<file path="src/rtl/matmul_pkg.sv">
// Shared types and constants for the matrix result serial transmitter.
package matmul_pkg;

  typedef enum logic [1:0] {
    IDLE      = 2'd0,
    START_BIT = 2'd1,
    DATA_BITS = 2'd2,
    STOP_BIT  = 2'd3
  } tx_state_t;

  localparam logic [7:0] FRAME_HEADER = 8'hA5;
  localparam int         FRAME_BYTES  = 6;

  // Byte at position idx of the frame: header, four elements, then their sum mod 256.
  function automatic logic [7:0] frame_byte(input logic [2:0] idx, input logic [3:0][7:0] c);
    logic [7:0] b;
    case (idx)
      3'd0:    b = FRAME_HEADER;
      3'd1:    b = c[0];
      3'd2:    b = c[1];
      3'd3:    b = c[2];
      3'd4:    b = c[3];
      3'd5:    b = c[0] + c[1] + c[2] + c[3];
      default: b = FRAME_HEADER;
    endcase
    return b;
  endfunction

endpackage

</file>
<file path="src/rtl/matrix_result_tx_if.sv">
// Bundle of request, data and serial-line signals of the result transmitter.
//
// Handshake: send is a level request sampled on every rising edge. It is
// accepted only when the transmitter is idle (busy=0, which includes the
// single done cycle); the four C elements are captured on that accepting
// edge. While busy=1, send and the C inputs are ignored. done pulses for one
// cycle after the last stop bit; busy is 0 in that cycle.
interface matrix_result_tx_if;
  import matmul_pkg::*;

  logic       send;
  logic [7:0] C00;
  logic [7:0] C01;
  logic [7:0] C10;
  logic [7:0] C11;
  logic       tx;
  logic       busy;
  logic       done;
  tx_state_t  dbg_state;

  modport master (
    output send, C00, C01, C10, C11,
    input  tx, busy, done, dbg_state
  );

  modport slave (
    input  send, C00, C01, C10, C11,
    output tx, busy, done, dbg_state
  );

endinterface

</file>
<file path="src/rtl/matrix_result_tx_baud_gen.sv">
// Bit-period timer: counts 0..CLKS_PER_BIT-1 while enabled, tick on the last count.
module baud_gen #(
  parameter int CLKS_PER_BIT = 4
) (
  input  logic clk,
  input  logic rst_n,
  input  logic clear_i,
  input  logic en_i,
  output logic tick_o
);

  localparam int            CW   = (CLKS_PER_BIT > 1) ? $clog2(CLKS_PER_BIT) : 1;
  localparam logic [CW-1:0] LAST = CW'(CLKS_PER_BIT - 1);

  logic [CW-1:0] cnt_q;
  logic [CW-1:0] cnt_d;

  assign tick_o = en_i && (cnt_q == LAST);

  // Next count: restart on frame start, wrap on tick, park at zero when idle.
  always_comb begin
    cnt_d = cnt_q;
    if (clear_i) begin
      cnt_d = '0;
    end else if (en_i) begin
      cnt_d = tick_o ? '0 : cnt_q + CW'(1);
    end else begin
      cnt_d = '0;
    end
  end

  // Counter register.
  always_ff @(posedge clk or negedge rst_n) begin
    if (!rst_n) begin
      cnt_q <= '0;
    end else begin
      cnt_q <= cnt_d;
    end
  end

endmodule

</file>
<file path="src/rtl/matrix_result_tx.sv">
// Serialises a captured 2x2 result matrix as a 6-byte UART 8N1 frame:
// header, C00, C01, C10, C11, checksum. Bytes go back-to-back.
module matrix_result_tx
  import matmul_pkg::*;
#(
  parameter int CLKS_PER_BIT = 4
) (
  input  logic              clk,
  input  logic              nRST,
  matrix_result_tx_if.slave bus
);

  tx_state_t       state_q, state_d;
  logic [2:0]      byte_idx_q, byte_idx_d;
  logic [2:0]      bit_idx_q, bit_idx_d;
  logic [3:0][7:0] data_q, data_d;
  logic            tx_q, tx_d;
  logic            done_q, done_d;
  logic            start;
  logic            tick;
  logic [7:0]      byte_d;

  baud_gen #(
    .CLKS_PER_BIT(CLKS_PER_BIT)
  ) u_baud_gen (
    .clk     (clk),
    .rst_n   (nRST),
    .clear_i (start),
    .en_i    (state_q != IDLE),
    .tick_o  (tick)
  );

  // Next-state, counters, capture and next tx level (tx follows the next state so it leaves a flop).
  always_comb begin
    state_d    = state_q;
    byte_idx_d = byte_idx_q;
    bit_idx_d  = bit_idx_q;
    data_d     = data_q;
    done_d     = 1'b0;
    start      = 1'b0;
    tx_d       = 1'b1;
    byte_d     = 8'h00;

    case (state_q)
      IDLE: begin
        if (bus.send) begin
          start      = 1'b1;
          state_d    = START_BIT;
          data_d     = {bus.C11, bus.C10, bus.C01, bus.C00};
          byte_idx_d = 3'd0;
          bit_idx_d  = 3'd0;
        end
      end
      START_BIT: begin
        if (tick) begin
          state_d   = DATA_BITS;
          bit_idx_d = 3'd0;
        end
      end
      DATA_BITS: begin
        if (tick) begin
          if (bit_idx_q == 3'd7) begin
            state_d = STOP_BIT;
          end else begin
            bit_idx_d = bit_idx_q + 3'd1;
          end
        end
      end
      STOP_BIT: begin
        if (tick) begin
          if (byte_idx_q == 3'(FRAME_BYTES - 1)) begin
            state_d    = IDLE;
            done_d     = 1'b1;
            byte_idx_d = 3'd0;
            bit_idx_d  = 3'd0;
          end else begin
            state_d    = START_BIT;
            byte_idx_d = byte_idx_q + 3'd1;
          end
        end
      end
      default: state_d = IDLE;
    endcase

    byte_d = frame_byte(byte_idx_d, data_d);
    case (state_d)
      START_BIT: tx_d = 1'b0;
      DATA_BITS: tx_d = byte_d[bit_idx_d];
      default:   tx_d = 1'b1;
    endcase
  end

  // State, counters, captured data and output flops; reset aborts any frame.
  always_ff @(posedge clk or negedge nRST) begin
    if (!nRST) begin
      state_q    <= IDLE;
      byte_idx_q <= 3'd0;
      bit_idx_q  <= 3'd0;
      data_q     <= '0;
      tx_q       <= 1'b1;
      done_q     <= 1'b0;
    end else begin
      state_q    <= state_d;
      byte_idx_q <= byte_idx_d;
      bit_idx_q  <= bit_idx_d;
      data_q     <= data_d;
      tx_q       <= tx_d;
      done_q     <= done_d;
    end
  end

  assign bus.tx        = tx_q;
  assign bus.busy      = (state_q != IDLE);
  assign bus.done      = done_q;
  assign bus.dbg_state = state_q;

endmodule

</file>
<file path="src/flat_wrapper.sv">
// flat-port wrapper written by rule: the top's interface ports become plain ports
module matrix_result_tx_flat import matmul_pkg::*;
#(
  parameter int CLKS_PER_BIT = 4
)
  (clk, nRST, bus_send, bus_C00, bus_C01, bus_C10, bus_C11, bus_tx, bus_busy, bus_done, bus_dbg_state);
  matrix_result_tx_if bus_i ();
  input  logic clk;
  input  logic nRST;
  input wire logic [$bits(bus_i.send)-1:0] bus_send;
  input wire logic [$bits(bus_i.C00)-1:0] bus_C00;
  input wire logic [$bits(bus_i.C01)-1:0] bus_C01;
  input wire logic [$bits(bus_i.C10)-1:0] bus_C10;
  input wire logic [$bits(bus_i.C11)-1:0] bus_C11;
  output wire logic [$bits(bus_i.tx)-1:0] bus_tx;
  output wire logic [$bits(bus_i.busy)-1:0] bus_busy;
  output wire logic [$bits(bus_i.done)-1:0] bus_done;
  output wire logic [$bits(bus_i.dbg_state)-1:0] bus_dbg_state;
  assign bus_i.send = bus_send;
  assign bus_i.C00 = bus_C00;
  assign bus_i.C01 = bus_C01;
  assign bus_i.C10 = bus_C10;
  assign bus_i.C11 = bus_C11;
  assign bus_tx = bus_i.tx;
  assign bus_busy = bus_i.busy;
  assign bus_done = bus_i.done;
  assign bus_dbg_state = bus_i.dbg_state;
  matrix_result_tx #(.CLKS_PER_BIT(CLKS_PER_BIT)) u_core (.clk(clk), .nRST(nRST), .bus(bus_i));
endmodule
</file>
<file path="config.mk">
export PLATFORM = sky130hd
export DESIGN_NAME = matrix_result_tx_flat
export DESIGN_NICKNAME = d
export VERILOG_FILES = /design/src/rtl/matmul_pkg.sv /design/src/rtl/matrix_result_tx_if.sv /design/src/rtl/matrix_result_tx_baud_gen.sv /design/src/rtl/matrix_result_tx.sv /design/src/flat_wrapper.sv
export SDC_FILE = /design/constraint.sdc
export NUM_CORES = 1
export LEC_CHECK = 0
export BUFFER_PORTS_ARGS = -buffer_cell sky130_fd_sc_hd__buf_2
export CELL_PAD_IN_SITES_DETAIL_PLACEMENT = 0
export CELL_PAD_IN_SITES_GLOBAL_PLACEMENT = 2
export CORE_UTILIZATION = 38
export DETAILED_ROUTE_END_ITERATION = 6
export PLACE_DENSITY_LB_ADDON = 0.1
export SYNTH_ARGS = -nofsm -noshare
export SYNTH_HDL_FRONTEND = slang
export SYNTH_SLANG_ARGS = --single-unit
export TNS_END_PERCENT = 10
</file>
<file path="constraint.sdc">
create_clock -name clk -period 6.1 [get_ports clk]
set_input_delay 0.305 -clock clk [delete_from_list [all_inputs] [get_ports clk]]
set_output_delay 0.305 -clock clk [all_outputs]
set_load 0.03 [all_outputs]
</file>
Word level (Yosys, flattened, before mapping)
Index checks and enable logic that the tools add are counted.

Multiplexer cells: 32. Add/sub/neg operators: 6. Reduce and logical (&&, ||, !) cells: 3. Order comparisons: 1. Eq/ne operators: 13.

Operator list (count): 32-bit 2-to-1 mux (2); 8-bit case mux with 5 select lines (1); 3-bit 2-to-1 mux (9); 8-bit adder (3); 2-bit 2-to-1 mux (8); 3-bit == test (second input constant) (4); 3-bit case mux with 4 select lines (1); 2-bit == test (second input constant) (4); 2-bit case mux with 4 select lines (1); 1-bit 2-to-1 mux (7); 3-bit by 1-bit adder with 3-bit output (second input constant) (2); 3-bit by 2-bit == test with 1-bit output (second input constant) (2); 3-bit case mux with 2 select lines (1); 2-bit by 1-bit == test with 1-bit output (second input constant) (2); 3-bit by 4-bit < comparator with 1-bit output (second input constant) (1); 1-bit binary-select mux with 3-bit select (1); 3-bit by 1-bit == test with 1-bit output (second input constant) (1); 2-bit by 1-bit adder with 2-bit output (second input constant) (1); 2-bit zero test (1); 1-bit case mux with 2 select lines (1); 2-bit nonzero test (1); 1-bit logical AND (1).

Word-level logic and storage cells: 65. Bits in registers: 44.

Longest topological paths before layout
Gate-level depths: netlist (run 1).

Depth in word-level cells: 9. Gate-level depth with buffers: 21.

Cells and area by module
From an unflattened synthesis (run 1), not the netlist that was laid out.

Cells, all modules: 279. Area, all modules: 3040.4 sq um.

By module, submodules not included: matrix_result_tx (area an instance 2947.8 sq um, cells each 273, instances 1, seq. area each 1052.3 sq um); baud_gen (area an instance 92.6 sq um, cells each 6, instances 1, seq. area each 50.0 sq um).

Least setup slack after synthesis (run 1)
OpenSTA, ideal clock, no wires.

Path kind: flip-flop to flip-flop. From: register u_core.state_q[0] (netlist: u_core.bus.dbg_state[0]). To: register u_core.tx_q (netlist: u_core.bus.tx). Path slack: 1304 ps. Library setup time: 64 ps. Arrival: 4731 ps. Data required time: 6036 ps. Stages on the path, launching flop included: 20. Cells stage by stage: dfrtp_1 inv_1 ha_1 buf_2 nand2_2 buf_2 buf_2 mux2_2 fa_1 inv_1 fa_1 inv_1 ha_1 or4b_2 o2111ai_1 and3_4 nor4b_2 o21ai_1 o21ai_1 nand3b_1.

RTL lines: start, declared (RTL line matrix_result_tx.sv:13) `tx_state_t state_q, state_d;`; start signal, assigned (RTL line matrix_result_tx.sv:103) `state_q <= state_d;`; end signal, assigned (RTL line matrix_result_tx.sv:107) `tx_q <= tx_d;`; end, declared (RTL line matrix_result_tx.sv:17) `logic tx_q, tx_d;`.

==> results of run 1 <==
## Yosys cell counts (2+ instances only)
cell	n	area share (%)
sky130_fd_sc_hd__a211oi_1	7	1.7
sky130_fd_sc_hd__a21o_1	6	1.4
sky130_fd_sc_hd__a21oi_1	15	2.4
sky130_fd_sc_hd__and2_1	3	0.59
sky130_fd_sc_hd__and3_1	3	0.59
sky130_fd_sc_hd__buf_2	5	0.79
sky130_fd_sc_hd__buf_6	2	0.71
sky130_fd_sc_hd__dfrtp_1	43	34
sky130_fd_sc_hd__fa_1	14	8.8
sky130_fd_sc_hd__ha_1	14	5.5
sky130_fd_sc_hd__inv_1	23	2.7
sky130_fd_sc_hd__mux2_2	30	11
sky130_fd_sc_hd__mux2i_1	9	2.8
sky130_fd_sc_hd__nand2_1	8	0.95
sky130_fd_sc_hd__nand2b_1	13	2.6
sky130_fd_sc_hd__nand3_1	7	1.1
sky130_fd_sc_hd__nand4_1	2	0.39
sky130_fd_sc_hd__nor2_1	12	1.4
sky130_fd_sc_hd__nor2b_1	6	1.2
sky130_fd_sc_hd__nor3_1	3	0.47
sky130_fd_sc_hd__o2111ai_1	2	0.55
sky130_fd_sc_hd__o211ai_1	4	0.95
sky130_fd_sc_hd__o21ai_0	14	2.2
sky130_fd_sc_hd__o21ai_1	2	0.32
sky130_fd_sc_hd__o221ai_1	2	0.55
sky130_fd_sc_hd__o22a_1	2	0.55
sky130_fd_sc_hd__o22ai_1	4	0.79
sky130_fd_sc_hd__or2_2	3	0.59
sky130_fd_sc_hd__or3_1	3	0.59
sky130_fd_sc_hd__xnor2_1	7	1.9
sky130_fd_sc_hd__xor2_1	2	0.55
## per-stage QoR
stage / cell area [µm²] / worst slack, ns
after global routing: 3562 / 0.4655
after floorplan: 3172 / 1.304
after CTS: 3562 / 0.9169
after detailed placement: 3455 / 0.9675
after global placement: 3455 / 1.066
final: 3562 / 0.9434
## sequential cells by signal, summed over array words and instances, names as in the netlist
name,flops
u_core.data_q,32
u_core.bit_idx_q,3
u_core.byte_idx_q,3
u_core.bus.dbg_state,2
u_core.u_baud_gen.cnt_q,2
u_core.bus.done,1
u_core.bus.tx,1
## where the power goes
part | internal (mW) | switching (mW) | total, mW
combinational | 0.00912 | 0.0110 | 0.0201
sequential | 0.291 | 0 | 0.291
clock | 0.122 | 0.103 | 0.225
total | 0.422 | 0.114 | 0.536
## worst paths after layout
path,slack [ns],cells after the start,to
worst max-delay path,0.94,19,u_core.bus.tx$_DFF_PN1_
worst min-delay path,0.18,1,u_core.data_q[16]$_DFF_PN0_
worst max register to register,0.94,19,u_core.bus.tx$_DFF_PN1_
worst min register to register,0.44,1,u_core.u_baud_gen.cnt_q[0]$_DFF_PN0_
max in group asynchronous,5.30,1,u_core.byte_idx_q[0]$_DFF_PN0_
min in group clk,0.28,2,u_core.data_q[24]$_DFF_PN0_
## placed cells by master, fill, tap and decap left out, drive strengths merged, types with 2 or more instances in the layout
master	count
nand3	7
dfrtp	43
nand2b	14
a21o	6
nor3	3
nand2	10
buf	40
o221ai	2
and3	4
nor2b	6
xnor2	7
ha	14
a211oi	8
xor2	2
nand4	2
fa	14
or3	3
mux2i	9
a21oi	15
or2	3
nor2	12
o22ai	4
inv	24
o211ai	4
o22a	2
clkbuf	6
mux2	30
o2111ai	2
and2	4
o21ai	16
## cells by family (layout without fill, tap and decap cells)
logic type | count (synthesis) | count (layout) | synth area share (%)
adders and majority gates | 28 | 28 | 14.36
buffers and inverters | 31 | 72 | 4.418
xor gates and xnor gates | 9 | 9 | 2.485
AOI/OAI and AO/OA | 73 | 73 | 15.86
DFF | 44 | 44 | 34.75
muxes | 39 | 39 | 13.49
and+or+nand+nor | 77 | 77 | 14.64
## layer usage
| metal | vias up | share of wire (%) | routed length, µm |
|---|---|---|---|
| li1 | 1164 | - | - |
| met1 | 1177 | 53 | 4004 |
| met3 | 11 | 4.0 | 304 |
| met4 | 0 | 1.3 | 101 |
| met5 | - | 0 | 0 |
| met2 | 53 | 42 | 3165 |
## area by class of cell
cell class                 count  area (µm²)  area share (%)
multi-input combinational    226        1929           54.16
clock buffer                   6       72.57           2.037
sequential                    44        1102           30.94
clock inverter                 2       35.03          0.9835
tap                          102       127.6           3.583
inverter                      24       92.59           2.599
timing repair buffer          40       202.7           5.690
## critical path, cell delays in order (launching register included)
cell and delay [ns]:
sky130_fd_sc_hd__dfrtp_1 0.46, sky130_fd_sc_hd__inv_1 0.13, sky130_fd_sc_hd__ha_1 0.42, sky130_fd_sc_hd__nand2_2 0.48
sky130_fd_sc_hd__mux2_2 0.47, sky130_fd_sc_hd__fa_1 0.54, sky130_fd_sc_hd__inv_1 0.05, sky130_fd_sc_hd__fa_1 0.44
sky130_fd_sc_hd__inv_1 0.07, sky130_fd_sc_hd__ha_1 0.21, sky130_fd_sc_hd__inv_1 0.07, sky130_fd_sc_hd__fa_1 0.37
sky130_fd_sc_hd__nand2b_1 0.17, sky130_fd_sc_hd__a21oi_1 0.22, sky130_fd_sc_hd__xnor2_1 0.17, sky130_fd_sc_hd__a211oi_2 0.10
sky130_fd_sc_hd__o41ai_1 0.30, sky130_fd_sc_hd__o21ba_2 0.20, sky130_fd_sc_hd__o21ai_1 0.12, sky130_fd_sc_hd__nand3b_1 0.08
==> metrics.md, run 1 <==
| Metric | Value |
|---|---|
| Outcome | `finished, final reports clean` |
| Detailed placer's ending HPWL | `5825 µm` |
| Number of port buffers | `39` |
| GRT Max-Usage Layer | `met1` |
| Average vias per placed instance | `5.417` |
| Maxcap violations | `0` |
| Total power of the final layout | `0.5363 mW` |
| Post-CTS Hold Fix Bufs | `0` |
| Global Route met3 Usage | `3.252%` |
| Number of hold-slack violations in the final timing report | `0` |
| Via count of the first global-routing pass | `2451` |
| Crit share post-route | `84.53%` |
| Placeable Area | `0.007888 mm²` |
| Maximum fanout encountered on the critical timing path | `29` |
| Antenna violation net count after detailed routing | `0` |
| GR Util All Layers | `19.51%` |
| Initial antenna violation count | `0` |
| DIE HEIGHT | `93.36 µm` |
| Worst-case clock skew | `0.007594 ns` |
| Effective utilization at floorplan | `40.21%` |
| Boundary pin count | `40` |
| Kind of end point of the critical path | `flop` |
| CTS tree | `done` |
| Via count | `2405` |
| Total power per unit cell area | `150.6 mW/mm²` |
| Wire length of the first global-routing pass | `12850 µm` |
| Most used DFF post-synth | `sky130_fd_sc_hd__dfrtp_1` |
| Fraction of the yosys area taken by sequential cells | `34.75%` |
| Clock net sink count | `44` |
| Row cnt | `32` |
| Worst Setup Start Kind | `flop` |
| Number of antenna repair diodes | `0` |
| Maximum vdd drop | `0.00007485 V` |
| Number of instances in the synthesized netlist | `301` |
| Wire length per cell after detailed routing | `17.06 µm` |
| R2r startpoint | `u_core.bus.dbg_state[0]$_DFF_PN0_` |
| Clock edge transition at the registers on the reported setup and hold paths | `0.09 ns` |
| Warning count from the yosys run | `0` |
| Final cell count without fillers | `444` |
| Cell leakage power | `1.721 nW` |
| TritonCTS Buffers | `5` |
| Critical Path RT | `6.33 ns` |
| Measured slew at the worst slew-check pin | `1.015 ns` |
| Number of enable flip-flop cells after synthesis | `0` |
| RePlAce Congestion | `0.7925` |
| Net count after synthesis | `364` |
| Largest net degree at the start of global routing | `45` |
| RSZ-0062 raised after global routing | `false` |
| Number of setup violations in the final report | `0` |
| Die area | `0.008716 mm²` |
| Met2 track demand over resource | `27.33%` |
| DRC Markers | `0` |
| Met1 capacity usage during global routing | `30.73%` |
| Worst path arrival time | `5.39 ns` |
| Die Width | `93.36 µm` |
| Utilization after layout | `45.16%` |
| Gr ovfl total | `0` |
| Post-synthesis register bit count | `44` |
| Area growth, synth to finish | `12.31%` |
| Post-synthesis async set-or-reset flop share | `100.0%` |
| Gates resized, CTS repair | `0` |
| Number of nets in the layout | `404` |
| Final critical-path required period | `5.157 ns` |
| Total Neg Setup Slack | `0 ns` |
| Clock tree buffer depth | `2` |
| Max-slew headroom at the worst pin | `32.32%` |
| H-tree depth reported by CTS | `2` |
| Number of fill cells | `755` |
| Number of pins with negative max-slew slack in the final report | `0` |
| Number of different library cells in the post-synthesis netlist | `62` |
| Clock root buffer | `sky130_fd_sc_hd__clkbuf_8` |
| Final Routed Wirelength | `7575 µm` |
| Fmax | `193.9 MHz` |
| Cell area after synthesis | `0.003172 mm²` |
| Kind of critical path | `flop to flop` |
| Cell count after placement | `436` |
| # Post-CTS Setup Buffers | `0` |
| Avg Inst Size Synth | `10.54 µm²` |
| Worst skew pair latency | `0.30 ns` |
| Share of post-route cells with drive strength above 1 | `27.49%` |
| Min-Delay Path Class | `input pin to asynchronous set/reset pin` |
| Iter 0 DRT Violations | `120` |
| Critical Path Source | `u_core.bus.dbg_state[0]$_DFF_PN0_` |
| First drt pass iteration count | `4` |
| Worst slack on hold paths | `0.1823 ns` |
Power figures use the tool's default switching activity.
==> inputs of run 2 (changes only) <==
--- a/config.mk
+++ b/config.mk
@@ -5,10 +5,11 @@
 export SDC_FILE = /design/constraint.sdc
 export NUM_CORES = 1
 export LEC_CHECK = 0
+export ABC_AREA = 1
 export BUFFER_PORTS_ARGS = -buffer_cell sky130_fd_sc_hd__buf_2
 export CELL_PAD_IN_SITES_DETAIL_PLACEMENT = 0
 export CELL_PAD_IN_SITES_GLOBAL_PLACEMENT = 2
-export CORE_UTILIZATION = 38
+export CORE_UTILIZATION = 31
 export DETAILED_ROUTE_END_ITERATION = 6
 export PLACE_DENSITY_LB_ADDON = 0.1
 export SYNTH_ARGS = -nofsm -noshare
==> constraint.sdc (replaced) <==
create_clock -name clk -period 4.22 [get_ports clk]
set_input_delay 0.211 -clock clk [delete_from_list [all_inputs] [get_ports clk]]
set_output_delay 0.211 -clock clk [all_outputs]
set_load 0.03 [all_outputs]
==> metrics.md, run 2 <==
| Metric | Value |
|---|---|
| Wire length of the first global-routing pass | `13750 µm (was 12850 µm)` |
| Most repeated cell in the gate-level netlist after synthesis | `sky130_fd_sc_hd__nand2_1 (was sky130_fd_sc_hd__dfrtp_1)` |
| Number of fill cells | `1064 (was 755)` |
| DIE HEIGHT | `103.3 µm (was 93.36 µm)` |
| Fraction of the yosys area taken by sequential cells | `34.67% (was 34.75%)` |
| Total Neg Setup Slack | `0 ns (unchanged)` |
| Largest net degree at the start of global routing | `45 (unchanged)` |
| Worst Setup Start Kind | `flop (unchanged)` |
| Kind of critical path | `flop to flop (unchanged)` |
| Final cell count without fillers | `568 (was 444)` |
| Clock root buffer | `sky130_fd_sc_hd__clkbuf_8 (unchanged)` |
| Leading cell types by count after synthesis | `sky130_fd_sc_hd__nand2_1 (99), sky130_fd_sc_hd__inv_1 (48), sky130_fd_sc_hd__nand3_1 (46) (was sky130_fd_sc_hd__dfrtp_1 (43), sky130_fd_sc_hd__mux2_2 (30), sky130_fd_sc_hd__inv_1 (23))` |
| Number of antenna repair diodes | `0 (unchanged)` |
| Maxcap violations | `0 (unchanged)` |
| Number of hold-slack violations in the final timing report | `0 (unchanged)` |
| Max-slew headroom at the worst pin | `32.99% (was 32.32%)` |
| Effective utilization at floorplan | `32.23% (was 40.21%)` |
| Net count after synthesis | `449 (was 364)` |
| Die area | `0.01066 mm² (was 0.008716 mm²)` |
| Biggest area consumer among synthesized cells | `sky130_fd_sc_hd__dfrtp_1 (unchanged)` |
| Gr ovfl total | `0 (unchanged)` |
| Area growth, synth to finish | `16.37% (was 12.31%)` |
| Number of pins with negative max-slew slack in the final report | `0 (unchanged)` |
| Cell area after synthesis | `0.003179 mm² (was 0.003172 mm²)` |
| GR Util All Layers | `17.32% (was 19.51%)` |
| Min-Delay Path Class | `input pin to asynchronous set/reset pin (unchanged)` |
| Avg Inst Size Synth | `8.237 µm² (was 10.54 µm²)` |
| Number of instances in the synthesized netlist | `386 (was 301)` |
| Via count | `2589 (was 2405)` |
| Critical Path RT | `4.46 ns (was 6.33 ns)` |
| Warning count from the yosys run | `0 (unchanged)` |
| Worst-case clock skew | `0.009337 ns (was 0.007594 ns)` |
| Worst path arrival time | `4.24 ns (was 5.39 ns)` |
| Outcome | `finished, final reports clean (unchanged)` |
| Final Routed Wirelength | `8201 µm (was 7575 µm)` |
| Cell count after placement | `557 (was 436)` |
| Largest regs | `u_core.data_q x32, u_core.bit_idx_q x3, u_core.byte_idx_q x3 (unchanged)` |
| Maximum fanout encountered on the critical timing path | `10 (was 29)` |
| Flip-flop count of the largest register, all copies and words added | `32 (unchanged)` |
| Boundary pin count | `40 (unchanged)` |
| Clock edge transition at the registers on the reported setup and hold paths | `0.09 ns (about the same)` |
| Antenna violation net count after detailed routing | `0 (unchanged)` |
| Post-synthesis async set-or-reset flop share | `100.0% (unchanged)` |
| Share of post-route cells with drive strength above 1 | `23.22% (was 27.49%)` |
| Top library cells by usage in the layout, fill and taps aside | `sky130_fd_sc_hd__nand2_1 (99), sky130_fd_sc_hd__inv_1 (48), sky130_fd_sc_hd__nand3_1 (46), sky130_fd_sc_hd__dfrtp_1 (41), sky130_fd_sc_hd__buf_2 (39) (was sky130_fd_sc_hd__dfrtp_1 (43), sky130_fd_sc_hd__buf_2 (39), sky130_fd_sc_hd__mux2_2 (30), sky130_fd_sc_hd__inv_1 (23), sky130_fd_sc_hd__a21oi_1 (15))` |
| Number of port buffers | `39 (unchanged)` |
| Most used DFF post-synth | `sky130_fd_sc_hd__dfrtp_1 (unchanged)` |
| Kind of end point of the critical path | `flop (unchanged)` |
| Placeable Area | `0.009864 mm² (was 0.007888 mm²)` |
| Row cnt | `36 (was 32)` |
| Initial antenna violation count | `0 (unchanged)` |
| DRC Markers | `0 (unchanged)` |
| Wire length per cell after detailed routing | `14.44 µm (was 17.06 µm)` |
| Number of setup violations in the final report | `0 (unchanged)` |
| Post-CTS Hold Fix Bufs | `0 (unchanged)` |
| Number of nets in the layout | `497 (was 404)` |
| Number of enable flip-flop cells after synthesis | `0 (unchanged)` |
| CTS tree | `done (unchanged)` |
| Clock tree buffer depth | `2 (unchanged)` |
| Worst skew pair latency | `0.30 ns (about the same)` |
| Number of different library cells in the post-synthesis netlist | `34 (was 62)` |
| TritonCTS Buffers | `5 (unchanged)` |
| Most frequent standard cell in the layout excluding fill and tap cells | `sky130_fd_sc_hd__nand2_1 (was sky130_fd_sc_hd__dfrtp_1)` |
| Average vias per placed instance | `4.558 (was 5.417)` |
| Largest Register | `u_core.data_q (unchanged)` |
| Crit share post-route | `94.84% (was 84.53%)` |
| Measured slew at the worst slew-check pin | `1.005 ns (was 1.015 ns)` |
| Iter 0 DRT Violations | `51 (was 120)` |
| Share of Yosys cell area claimed by the top area cell type | `33.84% (was 33.93%)` |
| Final critical-path required period | `4.002 ns (was 5.157 ns)` |
| Clock net sink count | `44 (unchanged)` |
| First drt pass iteration count | `4 (unchanged)` |
| Post-synthesis register bit count | `44 (unchanged)` |
| Via count of the first global-routing pass | `2646 (was 2451)` |
| Die Width | `103.3 µm (was 93.36 µm)` |
| Fmax | `249.9 MHz (was 193.9 MHz)` |
| RePlAce Congestion | `0.7782 (was 0.7925)` |
| Detailed placer's ending HPWL | `6220 µm (was 5825 µm)` |
| RSZ-0062 raised after global routing | `false (unchanged)` |
| H-tree depth reported by CTS | `2 (unchanged)` |
| Largest cells by area after synthesis | `sky130_fd_sc_hd__dfrtp_1 (34%), sky130_fd_sc_hd__nand2_1 (12%), sky130_fd_sc_hd__fa_1 (8.8%), sky130_fd_sc_hd__nand3_1 (7.2%), sky130_fd_sc_hd__inv_1 (5.7%) (was sky130_fd_sc_hd__dfrtp_1 (34%), sky130_fd_sc_hd__mux2_2 (11%), sky130_fd_sc_hd__fa_1 (8.8%), sky130_fd_sc_hd__ha_1 (5.5%), sky130_fd_sc_hd__mux2i_1 (2.8%))` |
[run 2: cell count changes after synthesis, sizes merged, moves of 9 or more]
cell and delta:
inv +31, mux2i -9, nand2 +94, nand2b -14, nand3 +40, nor2 +13
[run 2: cells by family (layout without fill, tap and decap cells)]
| family | Yosys count | count (layout) | share of synthesized area (%) |
|---|---|---|---|
| compound gates | 31 | 31 | 5.274 |
| buf+inv | 66 | 115 | 8.973 |
| fa+ha+maj | 28 | 28 | 14.33 |
| flops | 44 | 44 | 34.67 |
| mux | 23 | 23 | 9.091 |
| simple gates | 188 | 188 | 26.01 |
| xor+xnor | 6 | 6 | 1.653 |
[run 2: what timing repair did]
item | in CTS | in global routing
gates resized for setup | 0 | 9
setup buffers | 0 | 2
endpoints found under the setup margin | 0 | 1
[run 2: layout make-up]
| class | count | area, µm² | share of cell area [%] |
|---|---|---|---|
| inverters | 58 | 217.7 | 5.884 |
| multi-input cells | 276 | 1813 | 49.00 |
| clock inverters | 1 | 7.507 | 0.2029 |
| well taps | 133 | 166.4 | 4.498 |
| clock buffers | 7 | 86.33 | 2.333 |
| flip-flops and latches | 44 | 1105 | 29.86 |
| repair buffers | 49 | 304.0 | 8.218 |
[run 2: worst paths after layout]
check                                                        to  slack, ns  cells after the start                            startpoint
hold / removal                       u_core.data_q[6]$_DFF_PN0_       0.07                      1                                  nRST
hold reg to reg            u_core.u_baud_gen.cnt_q[0]$_DFF_PN0_       0.43                      1  u_core.u_baud_gen.cnt_q[0]$_DFF_PN0_
setup / recovery                        u_core.bus.tx$_DFF_PN1_       0.22                     21     u_core.bus.dbg_state[1]$_DFF_PN0_
setup reg to reg                        u_core.bus.tx$_DFF_PN1_       0.22                     21     u_core.bus.dbg_state[1]$_DFF_PN0_
min in group clk                    u_core.data_q[16]$_DFF_PN0_       0.17                      2                            bus_C10[0]
max in group asynchronous     u_core.bus.dbg_state[0]$_DFF_PN0_       3.47                      1                                  nRST
[run 2: routing by layer]
| metal | global-route usage (%) | up-vias | share of wire (%) |
|---|---|---|---|
| met1 | 22.72 | 1230 | 48 |
| li1 | - | 1328 | - |
| met2 | 30.26 | 27 | 49 |
| met5 | 0 | - | 0 |
| met3 | 3.091 | 4 | 2.1 |
| met4 | 2.925 | 0 | 0.73 |
[run 2: critical path: stages (launching register included)]
cell and delay (ns):
sky130_fd_sc_hd__dfrtp_2 0.44, sky130_fd_sc_hd__inv_1 0.08, sky130_fd_sc_hd__ha_2 0.21, sky130_fd_sc_hd__nand2_4 0.10
sky130_fd_sc_hd__buf_6 0.16, sky130_fd_sc_hd__mux2_1 0.37, sky130_fd_sc_hd__fa_1 0.58, sky130_fd_sc_hd__fa_1 0.43
sky130_fd_sc_hd__ha_1 0.37, sky130_fd_sc_hd__nand2_1 0.12, sky130_fd_sc_hd__inv_1 0.04, sky130_fd_sc_hd__nand4_1 0.06
sky130_fd_sc_hd__o211ai_1 0.11, sky130_fd_sc_hd__or2_2 0.29, sky130_fd_sc_hd__nand3_1 0.07, sky130_fd_sc_hd__nand2_1 0.06
sky130_fd_sc_hd__nand2_1 0.09, sky130_fd_sc_hd__nand3_1 0.09, sky130_fd_sc_hd__nand3_1 0.09, sky130_fd_sc_hd__nand2_1 0.06
sky130_fd_sc_hd__nand2_1 0.05, sky130_fd_sc_hd__nand2_1 0.04
[run 2: per-stage QoR]
| stage | hold WS [ns] | instance area [µm²] | setup WS [ns] | util (%) |
|---|---|---|---|---|
| 2_1_floorplan | -0.08459 | 3187 | 0.04779 | - |
| 3_3_place_gp | 0.4200 | 3543 | 0.1255 | 35.92 |
| 3_5_place_dp | 0.4253 | 3543 | 0.1468 | 35.92 |
| 4_1_cts | 0.1170 | 3637 | 0.1121 | 36.87 |
| 5_1_grt | 0.1585 | 3700 | 0.002172 | 37.51 |
| 6_report | 0.07412 | 3700 | 0.2177 | 37.51 |
Power of run 2 is left out: the tool's default activity adds up to more than one toggle a clock period on the data nets, which glitch-free logic cannot reach.
==> inputs of run 3 (changes only) <==
--- a/config.mk
+++ b/config.mk
@@ -11,7 +11,7 @@
 export CELL_PAD_IN_SITES_GLOBAL_PLACEMENT = 2
 export CORE_UTILIZATION = 31
 export DETAILED_ROUTE_END_ITERATION = 6
-export PLACE_DENSITY_LB_ADDON = 0.1
+export PLACE_DENSITY_LB_ADDON = 0.05
 export SYNTH_ARGS = -nofsm -noshare
 export SYNTH_HDL_FRONTEND = slang
 export SYNTH_SLANG_ARGS = --single-unit
==> metrics.md, run 3 (synthesis results as in run 2) <==
| Metric | Value |
|---|---|
| Outcome | `finished with violations (was finished, final reports clean)` |
| Violated checks | `negative hold slack` |
| R2r startpoint | `u_core.bus.dbg_state[0]$_DFF_PN0_ (was u_core.bus.dbg_state[1]$_DFF_PN0_)` |
| Worst Setup Start Kind | `flop (unchanged)` |
| Detailed placer's ending HPWL | `6229 µm (was 6220 µm)` |
| RePlAce Congestion | `0.7713 (was 0.7782)` |
| Antenna violation net count after detailed routing | `0 (unchanged)` |
| Clock edge transition at the registers on the reported setup and hold paths | `0.09 ns (about the same)` |
| Worst path cell trace | `inv_1 > ha_2 > nand2_4 > buf_12 > mux2_4 > fa_1 > fa_1 > ha_1 > a21oi_2 > o21ai_0 > a31oi_1 > inv_1 > nand2_1 > nand3_1 > nand2_1 > nand2_1 > nand3_1 > nand3_1 > nand2_1 > nand2_1 > nand2_1 (was inv_1 > ha_2 > nand2_4 > buf_6 > mux2_1 > fa_1 > fa_1 > ha_1 > nand2_1 > inv_1 > nand4_1 > o211ai_1 > or2_2 > nand3_1 > nand2_1 > nand2_1 > nand3_1 > nand3_1 > nand2_1 > nand2_1 > nand2_1)` |
| Wire length on met3 | `135 µm (was 173 µm)` |
| Number of setup violations in the final report | `0 (unchanged)` |
| Largest regs | `u_core.data_q x32, u_core.bit_idx_q x3, u_core.byte_idx_q x3 (unchanged)` |
| Worst path arrival time | `4.19 ns (was 4.24 ns)` |
| Worst path most repeated cell | `sky130_fd_sc_hd__nand2_1 (unchanged)` |
| Minimum setup slack among reg-to-reg paths | `0.28 ns (was 0.22 ns)` |
| Number of fill cells | `1052 (was 1064)` |
| GR Util All Layers | `16.96% (was 17.32%)` |
| Worst path slowest cell | `sky130_fd_sc_hd__fa_1 (unchanged)` |
| Area growth, synth to finish | `16.92% (was 16.37%)` |
| Measured slew at the worst slew-check pin | `0.6160 ns (was 1.005 ns)` |
| DIE HEIGHT | `103.3 µm (unchanged)` |
| Detailed route wirelength on metal2 | `4071 µm (was 4047 µm)` |
| Final Routed Wirelength | `8170 µm (was 8201 µm)` |
| Via count of the first global-routing pass | `2611 (was 2646)` |
| Row cnt | `36 (unchanged)` |
| Largest net degree at the start of global routing | `45 (unchanged)` |
| Largest Register | `u_core.data_q (unchanged)` |
| Post-route met1 wirelength | `3910 µm (was 3920 µm)` |
| Worst slack on hold paths | `-0.02646 ns (was 0.07412 ns)` |
| Worst skew pair latency | `0.29 ns (was 0.30 ns)` |
| Critical Path RT | `4.47 ns (was 4.46 ns)` |
| Highest metal used | `met4 (unchanged)` |
| Initial antenna violation count | `0 (unchanged)` |
| CTS tree | `done (unchanged)` |
| Wire length per cell after detailed routing | `14.33 µm (was 14.44 µm)` |
| Worst Reg2Reg Path Length in Cells | `21 (unchanged)` |
| TritonCTS Buffers | `5 (unchanged)` |
| Effective utilization at floorplan | `32.23% (unchanged)` |
| Crit share post-route | `93.47% (was 94.84%)` |
| Number of nets in the layout | `499 (was 497)` |
| Worst-case clock skew | `0.008250 ns (was 0.009337 ns)` |
| Maximum fanout encountered on the critical timing path | `23 (was 10)` |
| Via count | `2579 (was 2589)` |
| Kind of critical path | `flop to flop (unchanged)` |
| Fmax | `253.5 MHz (was 249.9 MHz)` |
| Min-Delay Path Class | `input pin to asynchronous set/reset pin (unchanged)` |
| Most frequent standard cell in the layout excluding fill and tap cells | `sky130_fd_sc_hd__nand2_1 (unchanged)` |
| Clock tree buffer depth | `2 (unchanged)` |
| Clock net sink count | `44 (unchanged)` |
| H-tree depth reported by CTS | `2 (unchanged)` |
| Share of post-route cells with drive strength above 1 | `24.71% (was 23.22%)` |
| Worst reg2reg endpoint | `u_core.bus.tx$_DFF_PN1_ (unchanged)` |
| DRC Markers | `0 (unchanged)` |
| Die Width | `103.3 µm (unchanged)` |
| Kind of end point of the critical path | `flop (unchanged)` |
| Clock root buffer | `sky130_fd_sc_hd__clkbuf_8 (unchanged)` |
| Number of hold-slack violations in the final timing report | `9 (was 0)` |
| Number of pins with negative max-slew slack in the final report | `0 (unchanged)` |
| Iter 0 DRT Violations | `68 (was 51)` |
| Utilization after layout | `37.68% (was 37.51%)` |
| Maximum single-stage delay on the critical path | `0.56 ns (was 0.58 ns)` |
| Max-slew headroom at the worst pin | `58.93% (was 32.99%)` |
| Gr ovfl total | `0 (unchanged)` |
| Number of port buffers | `39 (unchanged)` |
| Post-CTS Hold Fix Bufs | `0 (unchanged)` |
| Wire length of the first global-routing pass | `13430 µm (was 13750 µm)` |
| Die area | `0.01066 mm² (unchanged)` |
| Average vias per placed instance | `4.525 (was 4.558)` |
| Top library cells by usage in the layout, fill and taps aside | `sky130_fd_sc_hd__nand2_1 (99), sky130_fd_sc_hd__inv_1 (48), sky130_fd_sc_hd__nand3_1 (46), sky130_fd_sc_hd__dfrtp_1 (41), sky130_fd_sc_hd__buf_2 (39) (unchanged)` |
| Boundary pin count | `40 (unchanged)` |
| First drt pass iteration count | `4 (unchanged)` |
| Placeable Area | `0.009864 mm² (unchanged)` |
| Maxcap violations | `0 (unchanged)` |
| Number of antenna repair diodes | `0 (unchanged)` |
| Flip-flop count of the largest register, all copies and words added | `32 (unchanged)` |
| Final critical-path required period | `3.944 ns (was 4.002 ns)` |
[run 3: cell count changes in the layout (fill, tap and decap cells not counted), moves of 2 or more]
cell                       previous run  this run
sky130_fd_sc_hd__ha_2                 1         3
sky130_fd_sc_hd__ha_1                13        10
sky130_fd_sc_hd__clkbuf_1             1         3
sky130_fd_sc_hd__buf_4                7        10
[run 3: area by class of cell]
cell class | instances | area, µm² | area share [%]
timing repair buffer | 51 | 301.5 | 8.112
multi-input combinational | 276 | 1847 | 49.68
tap | 133 | 166.4 | 4.477
clock buffer | 8 | 80.08 | 2.154
sequential | 44 | 1105 | 29.72
inverter | 58 | 217.7 | 5.857
[run 3: timing repair]
action / in CTS / in global routing
endpoints found under the setup margin: 0 / 1
buffers inserted: 0 / 3
resized for setup: 0 / 16
[run 3: layer usage]
| layer | vias up | track usage (%) |
|---|---|---|
| met1 | 1227 | 22.08 |
| li1 | 1326 | - |
| met2 | 22 | 30.21 |
| met5 | - | 0 |
| met3 | 4 | 2.285 |
| met4 | 0 | 3.250 |
[run 3: worst max path at each step]
stage | startpoint | endpoint | slack [ns]
finish | u_core.bus.dbg_state[0]$_DFF_PN0_ | u_core.bus.tx$_DFF_PN1_ | 0.28
global route | u_core.bus.dbg_state[0]$_DFF_PN0_ | u_core.bus.tx$_DFF_PN1_ | -0.006
floorplan | u_core.bus.dbg_state[1]$_DFF_PN0_ | u_core.bus.tx$_DFF_PN1_ | 0.05
global placement | u_core.bus.dbg_state[0]$_DFF_PN0_ | u_core.bus.tx$_DFF_PN1_ | 0.13
detailed placement | u_core.bus.dbg_state[0]$_DFF_PN0_ | u_core.bus.tx$_DFF_PN1_ | 0.08
CTS | u_core.bus.dbg_state[0]$_DFF_PN0_ | u_core.bus.tx$_DFF_PN1_ | 0.05
[run 3: stage by stage]
| step | TNS [ns] | hold slack [ns] | cell area (µm²) | setup WS (ns) | instances |
|---|---|---|---|---|---|
| 2_1_floorplan | 0 | -0.08459 | 3187 | 0.04779 | 386 |
| 3_3_place_gp | 0 | 0.3510 | 3558 | 0.1349 | 559 |
| 3_5_place_dp | 0 | 0.3504 | 3558 | 0.07777 | 559 |
| 4_1_cts | 0 | 0.01599 | 3638 | 0.04797 | 567 |
| 5_1_grt | -0.005929 | 0.04879 | 3717 | -0.005929 | 570 |
| 6_report | 0 | -0.02646 | 3717 | 0.2758 | 570 |
[run 3: critical path, delay by kind of cell, from the launching register on]
kind                       cells  cell delay (ns)
buffers and inverters          3             0.35
adders and majority gates      4             1.57
AOI/OAI and AO/OA              3             0.52
muxes                          1             0.33
and+or+nand+nor               10             0.71
DFF                            1             0.41
Power of run 3 is left out for the same reason.
